[config.mk]
export PLATFORM = sky130hd
export DESIGN_NAME = uart_cmd_decoder_flat
export DESIGN_NICKNAME = d
export VERILOG_FILES = /design/src/rtl/uart_cmd_decoder_if.sv /design/src/rtl/uart_cmd_decoder.sv /design/src/flat_wrapper.sv
export SDC_FILE = /design/constraint.sdc
export NUM_CORES = 1
export LEC_CHECK = 0
export CORE_UTILIZATION = 40
export DETAILED_ROUTE_END_ITERATION = 12
export HOLD_SLACK_MARGIN = 0.03
export PLACE_DENSITY_LB_ADDON = 0.25
export SLEW_MARGIN = 20
export SYNTH_ARGS = -nofsm -noshare
export SYNTH_HDL_FRONTEND = slang
export SYNTH_SLANG_ARGS = --single-unit
export TNS_END_PERCENT = 10
[constraint.sdc]
create_clock -name clk_115200hz -period 2.5 [get_ports clk_115200hz]
set_input_delay 0.5 -clock clk_115200hz [delete_from_list [all_inputs] [get_ports clk_115200hz]]
set_output_delay 0.5 -clock clk_115200hz [all_outputs]
set_load 0.005 [all_outputs]
[src/rtl/uart_cmd_decoder_if.sv]
// ============================================================================
//  Module      : uart_cmd_decoder_if
//  Description : Byte-in / command-out bundle between the UART byte receiver,
//                the command decoder and the sensor controller.
//  Revision    : 1.0  initial release
// ============================================================================
`default_nettype none

interface uart_cmd_decoder_if;
    logic [7:0] rx_data;
    logic       rx_valid;
    logic       cmd_ready;
    logic       cmd_valid;
    logic [7:0] cmd_code;
    logic [7:0] cmd_addr;
    logic       err_valid;
    logic [2:0] err_code;
    logic       busy;

    // Decoder side: consumes bytes, produces commands and error strobes.
    modport master (
        input  rx_data, rx_valid, cmd_ready,
        output cmd_valid, cmd_code, cmd_addr, err_valid, err_code, busy
    );

    // Environment side: receiver plus sensor controller.
    modport slave (
        output rx_data, rx_valid, cmd_ready,
        input  cmd_valid, cmd_code, cmd_addr, err_valid, err_code, busy
    );
endinterface

`default_nettype wire

[src/rtl/uart_cmd_decoder.sv]
// ============================================================================
//  Module      : uart_cmd_decoder
//  Description : Assembles 2-byte host commands (code, sensor address) from
//                the UART byte stream, validates them, presents them on a
//                valid/ready handshake and strobes error codes.
//                Optional build macro CMD_CHECKSUM_EN adds a third checksum
//                byte (code XOR addr) per command.
//  Revision    : 1.0  initial release
// ============================================================================
`default_nettype none

module uart_cmd_decoder #(
    parameter int TIMEOUT_CYCLES = 11520,
    parameter int MAX_ADDR       = 31,
    parameter int NUM_CMDS       = 5
) (
    input  wire logic          clk_115200hz,
    input  wire logic          rst,
    uart_cmd_decoder_if.master bus
);

    localparam int c_CNT_W = (TIMEOUT_CYCLES > 1) ? $clog2(TIMEOUT_CYCLES) : 1;
    localparam logic [c_CNT_W-1:0] c_CNT_LAST = c_CNT_W'(TIMEOUT_CYCLES - 1);
    localparam logic [c_CNT_W-1:0] c_CNT_ONE  = c_CNT_W'(1);
    localparam logic [7:0]         c_NUM_CMDS = 8'(NUM_CMDS);
    localparam logic [7:0]         c_MAX_ADDR = 8'(MAX_ADDR);

    localparam logic [2:0] c_ERR_BAD_CMD  = 3'd1;
    localparam logic [2:0] c_ERR_BAD_ADDR = 3'd2;
    localparam logic [2:0] c_ERR_TIMEOUT  = 3'd3;
    localparam logic [2:0] c_ERR_OVERRUN  = 3'd4;
`ifdef CMD_CHECKSUM_EN
    localparam logic [2:0] c_ERR_CHECKSUM = 3'd5;
`endif

    typedef enum logic [1:0] {
        ST_IDLE      = 2'd0,
        ST_WAIT_ADDR = 2'd1,
        ST_ISSUE     = 2'd2
`ifdef CMD_CHECKSUM_EN
        , ST_WAIT_CHK = 2'd3
`endif
    } state_t;

    state_t             state_q, state_d;
    logic [c_CNT_W-1:0] cnt_q, cnt_d;
    logic               rx_valid_q;
    logic               cmd_valid_q, cmd_valid_d;
    logic [7:0]         cmd_code_q, cmd_code_d;
    logic [7:0]         cmd_addr_q, cmd_addr_d;
    logic               err_valid_q, err_valid_d;
    logic [2:0]         err_code_q, err_code_d;
    logic               busy_q, busy_d;
    logic               w_accept;
    logic               w_take_new;

    // A byte counts only on the rising edge of the receiver's level signal.
    assign w_accept = bus.rx_valid & ~rx_valid_q;

    // Next-state and output computation for the command assembler.
    always_comb begin
        state_d     = state_q;
        cnt_d       = cnt_q;
        cmd_valid_d = cmd_valid_q;
        cmd_code_d  = cmd_code_q;
        cmd_addr_d  = cmd_addr_q;
        err_valid_d = 1'b0;
        err_code_d  = err_code_q;
        w_take_new  = 1'b0;

        case (state_q)
            ST_IDLE: begin
                w_take_new = w_accept;
            end

            ST_WAIT_ADDR: begin
                if (w_accept) begin
                    if (bus.rx_data <= c_MAX_ADDR) begin
                        cmd_addr_d = bus.rx_data;
`ifdef CMD_CHECKSUM_EN
                        cnt_d   = '0;
                        state_d = ST_WAIT_CHK;
`else
                        cmd_valid_d = 1'b1;
                        state_d     = ST_ISSUE;
`endif
                    end else begin
                        err_valid_d = 1'b1;
                        err_code_d  = c_ERR_BAD_ADDR;
                        state_d     = ST_IDLE;
                    end
                end else if (cnt_q == c_CNT_LAST) begin
                    err_valid_d = 1'b1;
                    err_code_d  = c_ERR_TIMEOUT;
                    state_d     = ST_IDLE;
                end else begin
                    cnt_d = cnt_q + c_CNT_ONE;
                end
            end

`ifdef CMD_CHECKSUM_EN
            ST_WAIT_CHK: begin
                if (w_accept) begin
                    if (bus.rx_data == (cmd_code_q ^ cmd_addr_q)) begin
                        cmd_valid_d = 1'b1;
                        state_d     = ST_ISSUE;
                    end else begin
                        err_valid_d = 1'b1;
                        err_code_d  = c_ERR_CHECKSUM;
                        state_d     = ST_IDLE;
                    end
                end else if (cnt_q == c_CNT_LAST) begin
                    err_valid_d = 1'b1;
                    err_code_d  = c_ERR_TIMEOUT;
                    state_d     = ST_IDLE;
                end else begin
                    cnt_d = cnt_q + c_CNT_ONE;
                end
            end
`endif

            ST_ISSUE: begin
                if (bus.cmd_ready) begin
                    // Handshake edge; a byte arriving now starts a new command.
                    cmd_valid_d = 1'b0;
                    state_d     = ST_IDLE;
                    w_take_new  = w_accept;
                end else if (w_accept) begin
                    // Pending command is kept; the extra byte is dropped.
                    err_valid_d = 1'b1;
                    err_code_d  = c_ERR_OVERRUN;
                end
            end

            default: begin
                state_d = ST_IDLE;
            end
        endcase

        // Command-code byte handling shared by IDLE and the handshake edge.
        if (w_take_new) begin
            if (bus.rx_data < c_NUM_CMDS) begin
                cmd_code_d = bus.rx_data;
                cnt_d      = '0;
                state_d    = ST_WAIT_ADDR;
            end else begin
                err_valid_d = 1'b1;
                err_code_d  = c_ERR_BAD_CMD;
            end
        end

        busy_d = (state_d != ST_IDLE);
    end

    // State and registered outputs; reset discards any partial command.
    always_ff @(posedge clk_115200hz or posedge rst) begin
        if (rst) begin
            state_q     <= ST_IDLE;
            cnt_q       <= '0;
            rx_valid_q  <= 1'b0;
            cmd_valid_q <= 1'b0;
            cmd_code_q  <= 8'h00;
            cmd_addr_q  <= 8'h00;
            err_valid_q <= 1'b0;
            err_code_q  <= 3'd0;
            busy_q      <= 1'b0;
        end else begin
            state_q     <= state_d;
            cnt_q       <= cnt_d;
            rx_valid_q  <= bus.rx_valid;
            cmd_valid_q <= cmd_valid_d;
            cmd_code_q  <= cmd_code_d;
            cmd_addr_q  <= cmd_addr_d;
            err_valid_q <= err_valid_d;
            err_code_q  <= err_code_d;
            busy_q      <= busy_d;
        end
    end

    assign bus.cmd_valid = cmd_valid_q;
    assign bus.cmd_code  = cmd_code_q;
    assign bus.cmd_addr  = cmd_addr_q;
    assign bus.err_valid = err_valid_q;
    assign bus.err_code  = err_code_q;
    assign bus.busy      = busy_q;

endmodule

`default_nettype wire

[src/flat_wrapper.sv]
// flat-port wrapper written by rule: the top's interface ports become plain ports
module uart_cmd_decoder_flat 
#(
    parameter int TIMEOUT_CYCLES = 11520,
    parameter int MAX_ADDR       = 31,
    parameter int NUM_CMDS       = 5
)
  (clk_115200hz, rst, bus_rx_data, bus_rx_valid, bus_cmd_ready, bus_cmd_valid, bus_cmd_code, bus_cmd_addr, bus_err_valid, bus_err_code, bus_busy);
  uart_cmd_decoder_if bus_i ();
  input  wire logic clk_115200hz;
  input  wire logic rst;
  input wire logic [$bits(bus_i.rx_data)-1:0] bus_rx_data;
  input wire logic [$bits(bus_i.rx_valid)-1:0] bus_rx_valid;
  input wire logic [$bits(bus_i.cmd_ready)-1:0] bus_cmd_ready;
  output wire logic [$bits(bus_i.cmd_valid)-1:0] bus_cmd_valid;
  output wire logic [$bits(bus_i.cmd_code)-1:0] bus_cmd_code;
  output wire logic [$bits(bus_i.cmd_addr)-1:0] bus_cmd_addr;
  output wire logic [$bits(bus_i.err_valid)-1:0] bus_err_valid;
  output wire logic [$bits(bus_i.err_code)-1:0] bus_err_code;
  output wire logic [$bits(bus_i.busy)-1:0] bus_busy;
  assign bus_i.rx_data = bus_rx_data;
  assign bus_i.rx_valid = bus_rx_valid;
  assign bus_i.cmd_ready = bus_cmd_ready;
  assign bus_cmd_valid = bus_i.cmd_valid;
  assign bus_cmd_code = bus_i.cmd_code;
  assign bus_cmd_addr = bus_i.cmd_addr;
  assign bus_err_valid = bus_i.err_valid;
  assign bus_err_code = bus_i.err_code;
  assign bus_busy = bus_i.busy;
  uart_cmd_decoder #(.TIMEOUT_CYCLES(TIMEOUT_CYCLES), .MAX_ADDR(MAX_ADDR), .NUM_CMDS(NUM_CMDS)) u_core (.clk_115200hz(clk_115200hz), .rst(rst), .bus(bus_i));
endmodule
==> impl_metrics.toml, run 1 <==
[setup_path]
arrival_ns = 2.24
critPathKind = "register to register"
crit_chain = "inv_1 -> ha_1 -> inv_1 -> nor2_1 -> nand2_1 -> o311ai_0"
cp_top_family = "simple AND/OR/NAND/NOR gates"
end_kind = "register"
start_kind = "register"
rr_worst_depth = 6
cp_slowest_stage_delay_ns = 0.42
crit_buf_inv = 2
slowest_stage = "dfrtp_1"
path_common_cell = "inv_1"
crit_cells = 6
worstPathMaxFanout = 8
required_ns = 2.68

[floorplan]
ioPinCount = 34
start_util_pct = 42.9
coreArea_sq_um = 4470
die_height_microns = 71.3
die_x_microns = 71.3
die-area_sq_um = 5080
rows = 24

[layout]
syn2layout_area_growth_pct = 26.1
final_util_pct = 54.1
layout_common_cells = "dfrtp_1, clkdlybuf4s50_1, o21ai_0"
drive_above_1_share_pct = 12.7
fin_nets = 236
final_common_cell = "dfrtp_1"
fin_area_sq_um = 2420
num_antenna_cells = 0
instances_no_fill = 272

[hold_path]
hold_depth = 1
min_path_type = "register to register"

[grt]
grt_util_all_layers_pct = 17.5
grt.overflow.total = 0
grt_pass1_vias = 1485
grt_start_max_net_pins = 40
grt_first_pass_wirelength_mm = 6.88
antenna_found_initial = 0

[synth]
yosys.area.top_type_share_pct = 50.8
seq_area_frac_synth_pct = 50.8
syn-mean-instance-area_sq_um = 10.7
syn_nets = 197
synth-seq-cells = 39
synth_cells = 180
synthTopCellsByArea = "dfrtp_1, mux2_2, ha_1"
yosysTopAreaCell = "dfrtp_1"
synth_area_sq_um = 1920
yosysUniqueCellTypes = 37
yosysWarnings = 0

[routing]
drtAntennaViolNets = 0
drt_iter0_drc = 148
vias = 1537
drt_pass1_iterations = 8
wl_mm = 4.00
detail_route.wl_per_cell_microns = 14.7
drc_errors = 2
via_per_inst = 5.65

[clocking]
cts_tree = "yes"
ctsResizeCount = 0
clkTransAtPathRegs_ns = 0.08
htree_levels = 2
cts_hold_buffers = 0
root_buffer = "clkbuf_8"
cts_buffers = 5
insertion_delay_ns = 0.29
post_cts_buffers = 0
numClockSinks = 39
clock_path_buffers = 2

[placement]
preCtsSetupSlack_ns = 0.320
dp_hpwl_mm = 2.79
placed_area_sq_um = 2320
io_buffers = 33
place_congestion = 0.842
placed_cells = 264

[timing]
period_share_pct = 82.2
hold_violations = 0
finalWorstSetupSlack_ns = 0.445
worst_slew_pin_slew_ns = 0.489
rsz0062_at_grt = "false"
max_freq_ghz = 0.487
slew_headroom_pct = 67.4
hold_ws_ns = 0.489
period_needed_ns = 2.05
setup_viol = 0
clock_skew_ns = 0.00387
slew_violations = 0
tns_ns = 0

[outcome]
status = "complete, but fails checks"
violations = "DRC"

[pwr]
pwr_density_cell_nw_per_um2 = 726
ir_worst_vdd_mv = 0.431
finalPower_mw = 1.76
leakage_nw = 1.03

[job]
drv_cap = 0
[sequential cells by signal (all words and copies together) (netlist names)]
| name | cells |
|---|---|
| u_core.cnt_q | 14 |
| u_core.bus.cmd_addr | 8 |
| u_core.bus.cmd_code | 8 |
| u_core.bus.err_code | 3 |
| u_core.state_q | 2 |
| u_core.bus.busy | 1 |
| u_core.bus.cmd_valid | 1 |
| u_core.bus.err_valid | 1 |
| u_core.rx_valid_q | 1 |
[worst reg2reg max path, stage by stage, from the launching register on]
cell      delay, ns
dfrtp_1        0.42
inv_1          0.13
ha_1           0.35
inv_1          0.12
nor2_1         0.34
nand2_1        0.24
o311ai_0       0.34
[layer usage]
metal  vias up  share of wire [%]  wire (microns)  track usage, %
met1       747                 53            2110            25.3
li1        753                  -               -               -
met3         4                4.6             184            5.63
met4         0               0.78              31            4.67
met2        33                 42            1670            25.3
met5         -                  0               0               0
[cell families (layout without fill, tap and decap cells)]
group | after synthesis | count (layout) | share of synthesized area (%)
AND/OR/NAND/NOR | 66 | 66 | 21.4
AO/OA/AOI/OAI | 46 | 46 | 15.6
flip-flops | 39 | 39 | 50.8
buffers and inverters | 14 | 54 | 3.13
multiplexers | 10 | 10 | 5.74
adder cells (fa/ha/maj) | 5 | 5 | 3.26
[report_power, final]
part / total, mW / internal, mW / leakage [nW] / switching, mW
registers: 0.777 / 0.709 / 0.527 / 0.0673
clock network: 0.449 / 0.225 / 0.0474 / 0.224
logic: 0.533 / 0.253 / 0.451 / 0.279
[worst paths after layout]
check	from	end	slack [ns]
min in group asynchronous	rst	u_core.bus.cmd_code[5]$_DFFE_PP0P_	0.61
setup / recovery	u_core.state_q[1]$_DFF_PP0_	u_core.bus.busy$_DFF_PP0_	0.45
max in group asynchronous	rst	u_core.rx_valid_q$_DFF_PP0_	1.55
hold reg to reg	u_core.bus.cmd_addr[6]$_DFFE_PP0P_	u_core.bus.cmd_addr[6]$_DFFE_PP0P_	0.49
setup reg to reg	u_core.state_q[1]$_DFF_PP0_	u_core.bus.busy$_DFF_PP0_	0.45
hold / removal	u_core.bus.cmd_addr[6]$_DFFE_PP0P_	u_core.bus.cmd_addr[6]$_DFFE_PP0P_	0.49
[final cells by class]
| type | instances | area, sq um |
|---|---|---|
| Clock inverter | 2 | 16.3 |
| Sequential cell | 39 | 976 |
| Tap cell | 52 | 65.1 |
| Timing Repair Buffer | 38 | 368 |
| Inverter | 8 | 30.0 |
| Multi-Input combinational cell | 127 | 883 |
| Clock buffer | 6 | 82.6 |
| Fill cell | 404 | 2050 |
[Yosys cell counts (all sizes together)]
cell type and number:
mux2 8, inv 8, ha 5, o311ai 4
nand4 10, dfrtp 39, buf 1, nand2 9
or2 1, a211o 1, and4 2, clkbuf 5
or3 3, and3 2, a22o 1, o211ai 2
a221oi 2, nor4b 1, mux2i 2, o21a 1
and2 8, nor2b 6, a21oi 11, nor4bb 1
or4 5, nor3 1, nor2 4, o31ai 8
nand2b 2, a31oi 2, o21ai 12, a21o 2
nand3 11
(Power assumes the default switching activity.)
==> inputs of run 2 (changes only) <==
- clock period: 2.5 -> 1.94 ns (I/O delays scaled with it)
==> impl_metrics.toml, run 2 (synthesized netlist as in run 1, its figures left out) <==
[routing]
drtAntennaViolNets = 0
drc_errors = 2
drt_iter0_drc = 182
vias = 1619
detail_route.wl_per_cell_microns = 15.0
via_per_inst = 5.58
wl_met1_mm = 2.17
dr_wl_met2_mm = 1.92
wl_mm = 4.36
drt_pass1_iterations = 8
top_layer_used = "met4"
dr_wl_met3_microns = 198

[layout]
seq_area_sq_um = 976
drive_above_1_share_pct = 19.7
fin_area_sq_um = 2550
final_util_pct = 57.0
syn2layout_area_growth_pct = 32.8
num_antenna_cells = 0
nFillCells = 394
largest_register_ff_count = 14
final_common_cell = "dfrtp_1"
layout_common_cells = "dfrtp_1, clkdlybuf4s50_1, buf_4"
instances_no_fill = 290
multi_input_area_sq_um = 886
fin_nets = 254
regMostFlops = "u_core.cnt_q"

[job]
drv_cap = 0

[grt]
antenna_found_initial = 0
grt_first_pass_wirelength_mm = 7.36
grt_pass1_vias = 1566
grt.overflow.total = 0
grt_start_max_net_pins = 40
grt_util_all_layers_pct = 18.7

[clocking]
htree_levels = 2
numClockSinks = 39
insertion_delay_ns = 0.29
cts_tree = "yes"
clock_path_buffers = 2
clkTransAtPathRegs_ns = 0.08
cts_buffers = 5
cts_hold_buffers = 0
root_buffer = "clkbuf_8"

[floorplan]
start_util_pct = 42.9
die_height_microns = 71.3
coreArea_sq_um = 4470
die_x_microns = 71.3
ioPinCount = 34
die-area_sq_um = 5080
rows = 24

[timing]
period_share_pct = 95.7
slew_headroom_pct = 67.3
rsz0062_at_grt = "false"
max_freq_ghz = 0.539
setup_viol = 0
period_needed_ns = 1.86
hold_ws_ns = 0.487
clock_skew_ns = 0.00891
hold_violations = 0
worst_slew_pin_slew_ns = 0.490
slew_violations = 0

[outcome]
status = "complete, but fails checks"
violations = "DRC"

[setup_path]
arrival_ns = 2.03
critPathKind = "register to register"
start_kind = "register"
required_ns = 2.12
end_kind = "register"
worstPathMaxFanout = 5

[placement]
io_buffers = 33
dp_hpwl_mm = 3.10
place_congestion = 0.850
placed_cells = 282
placed_area_sq_um = 2460

[hold_path]
min_path_type = "register to register"

[pwr]
ir_worst_vdd_mv = 0.541
pwr_density_cell_nw_per_um2 = 920
leakage_nw = 1.10
finalPower_mw = 2.34
-- run 2: cell types whose count changed in the layout (fill, tap and decap cells not counted) --
cell	before	now
nand2_1	9	8
buf_4	5	23
clkinvlp_4	1	2
clkinv_2	0	1
clkbuf_8	6	5
nand2_2	0	1
clkinv_4	1	0
-- run 2: final timing paths --
path / start / slack (ns) / end / cells after the start
min in group asynchronous: rst / 0.50 / u_core.bus.cmd_code[7]$_DFFE_PP0P_ / 3
worst min-delay path: u_core.bus.cmd_addr[7]$_DFFE_PP0P_ / 0.49 / u_core.bus.cmd_addr[7]$_DFFE_PP0P_ / 1
worst max register to register: u_core.cnt_q[0]$_DFF_PP0_ / 0.08 / u_core.bus.busy$_DFF_PP0_ / 6
worst min register to register: u_core.bus.cmd_addr[7]$_DFFE_PP0P_ / 0.49 / u_core.bus.cmd_addr[7]$_DFFE_PP0P_ / 1
worst max-delay path: u_core.cnt_q[0]$_DFF_PP0_ / 0.08 / u_core.bus.busy$_DFF_PP0_ / 6
max in group asynchronous: rst / 1.09 / u_core.cnt_q[1]$_DFF_PP0_ / 3
-- run 2: what timing repair did --
action | 4_1_cts | 5_1_grt
endpoints found under the setup margin | 0 | 1
resized for setup | 0 | 1
setup buffers | 0 | 0
-- run 2: where the power goes --
part	total (mW)	internal [mW]	switching [mW]
clock network	0.550	0.250	0.300
logic	0.804	0.410	0.395
registers	0.989	0.914	0.0753
-- run 2: final cells by class --
class | instances | area share [%]
clock buffer | 5 | 2.70
tap | 52 | 2.55
sequential | 39 | 38.3
inverter | 8 | 1.18
multi-input combinational | 127 | 34.8
clock inverter | 3 | 0.785
timing repair buffer | 56 | 19.7
-- run 2: layer usage --
metal / global-route usage, % / vias up
li1: - / 785
met1: 26.8 / 789
met2: 26.5 / 36
met3: 4.64 / 9
met4: 8.89 / 0
met5: 0 / -
-- run 2: stage by stage --
stage / setup slack (ns) / setup TNS, ns
floorplan: 0.134 / 0
global placement: 0.0188 / 0
detailed placement: -0.0728 / -0.269
CTS: 0.104 / 0
global route: 0.00495 / 0
finish: 0.0832 / 0
-- run 2: worst max-delay path, stage by stage, from the launching register on --
cell	delay, ns
dfrtp_1	0.40
ha_1	0.22
and4_1	0.22
buf_4	0.16
nand4_1	0.20
nand2_1	0.18
o311ai_0	0.35
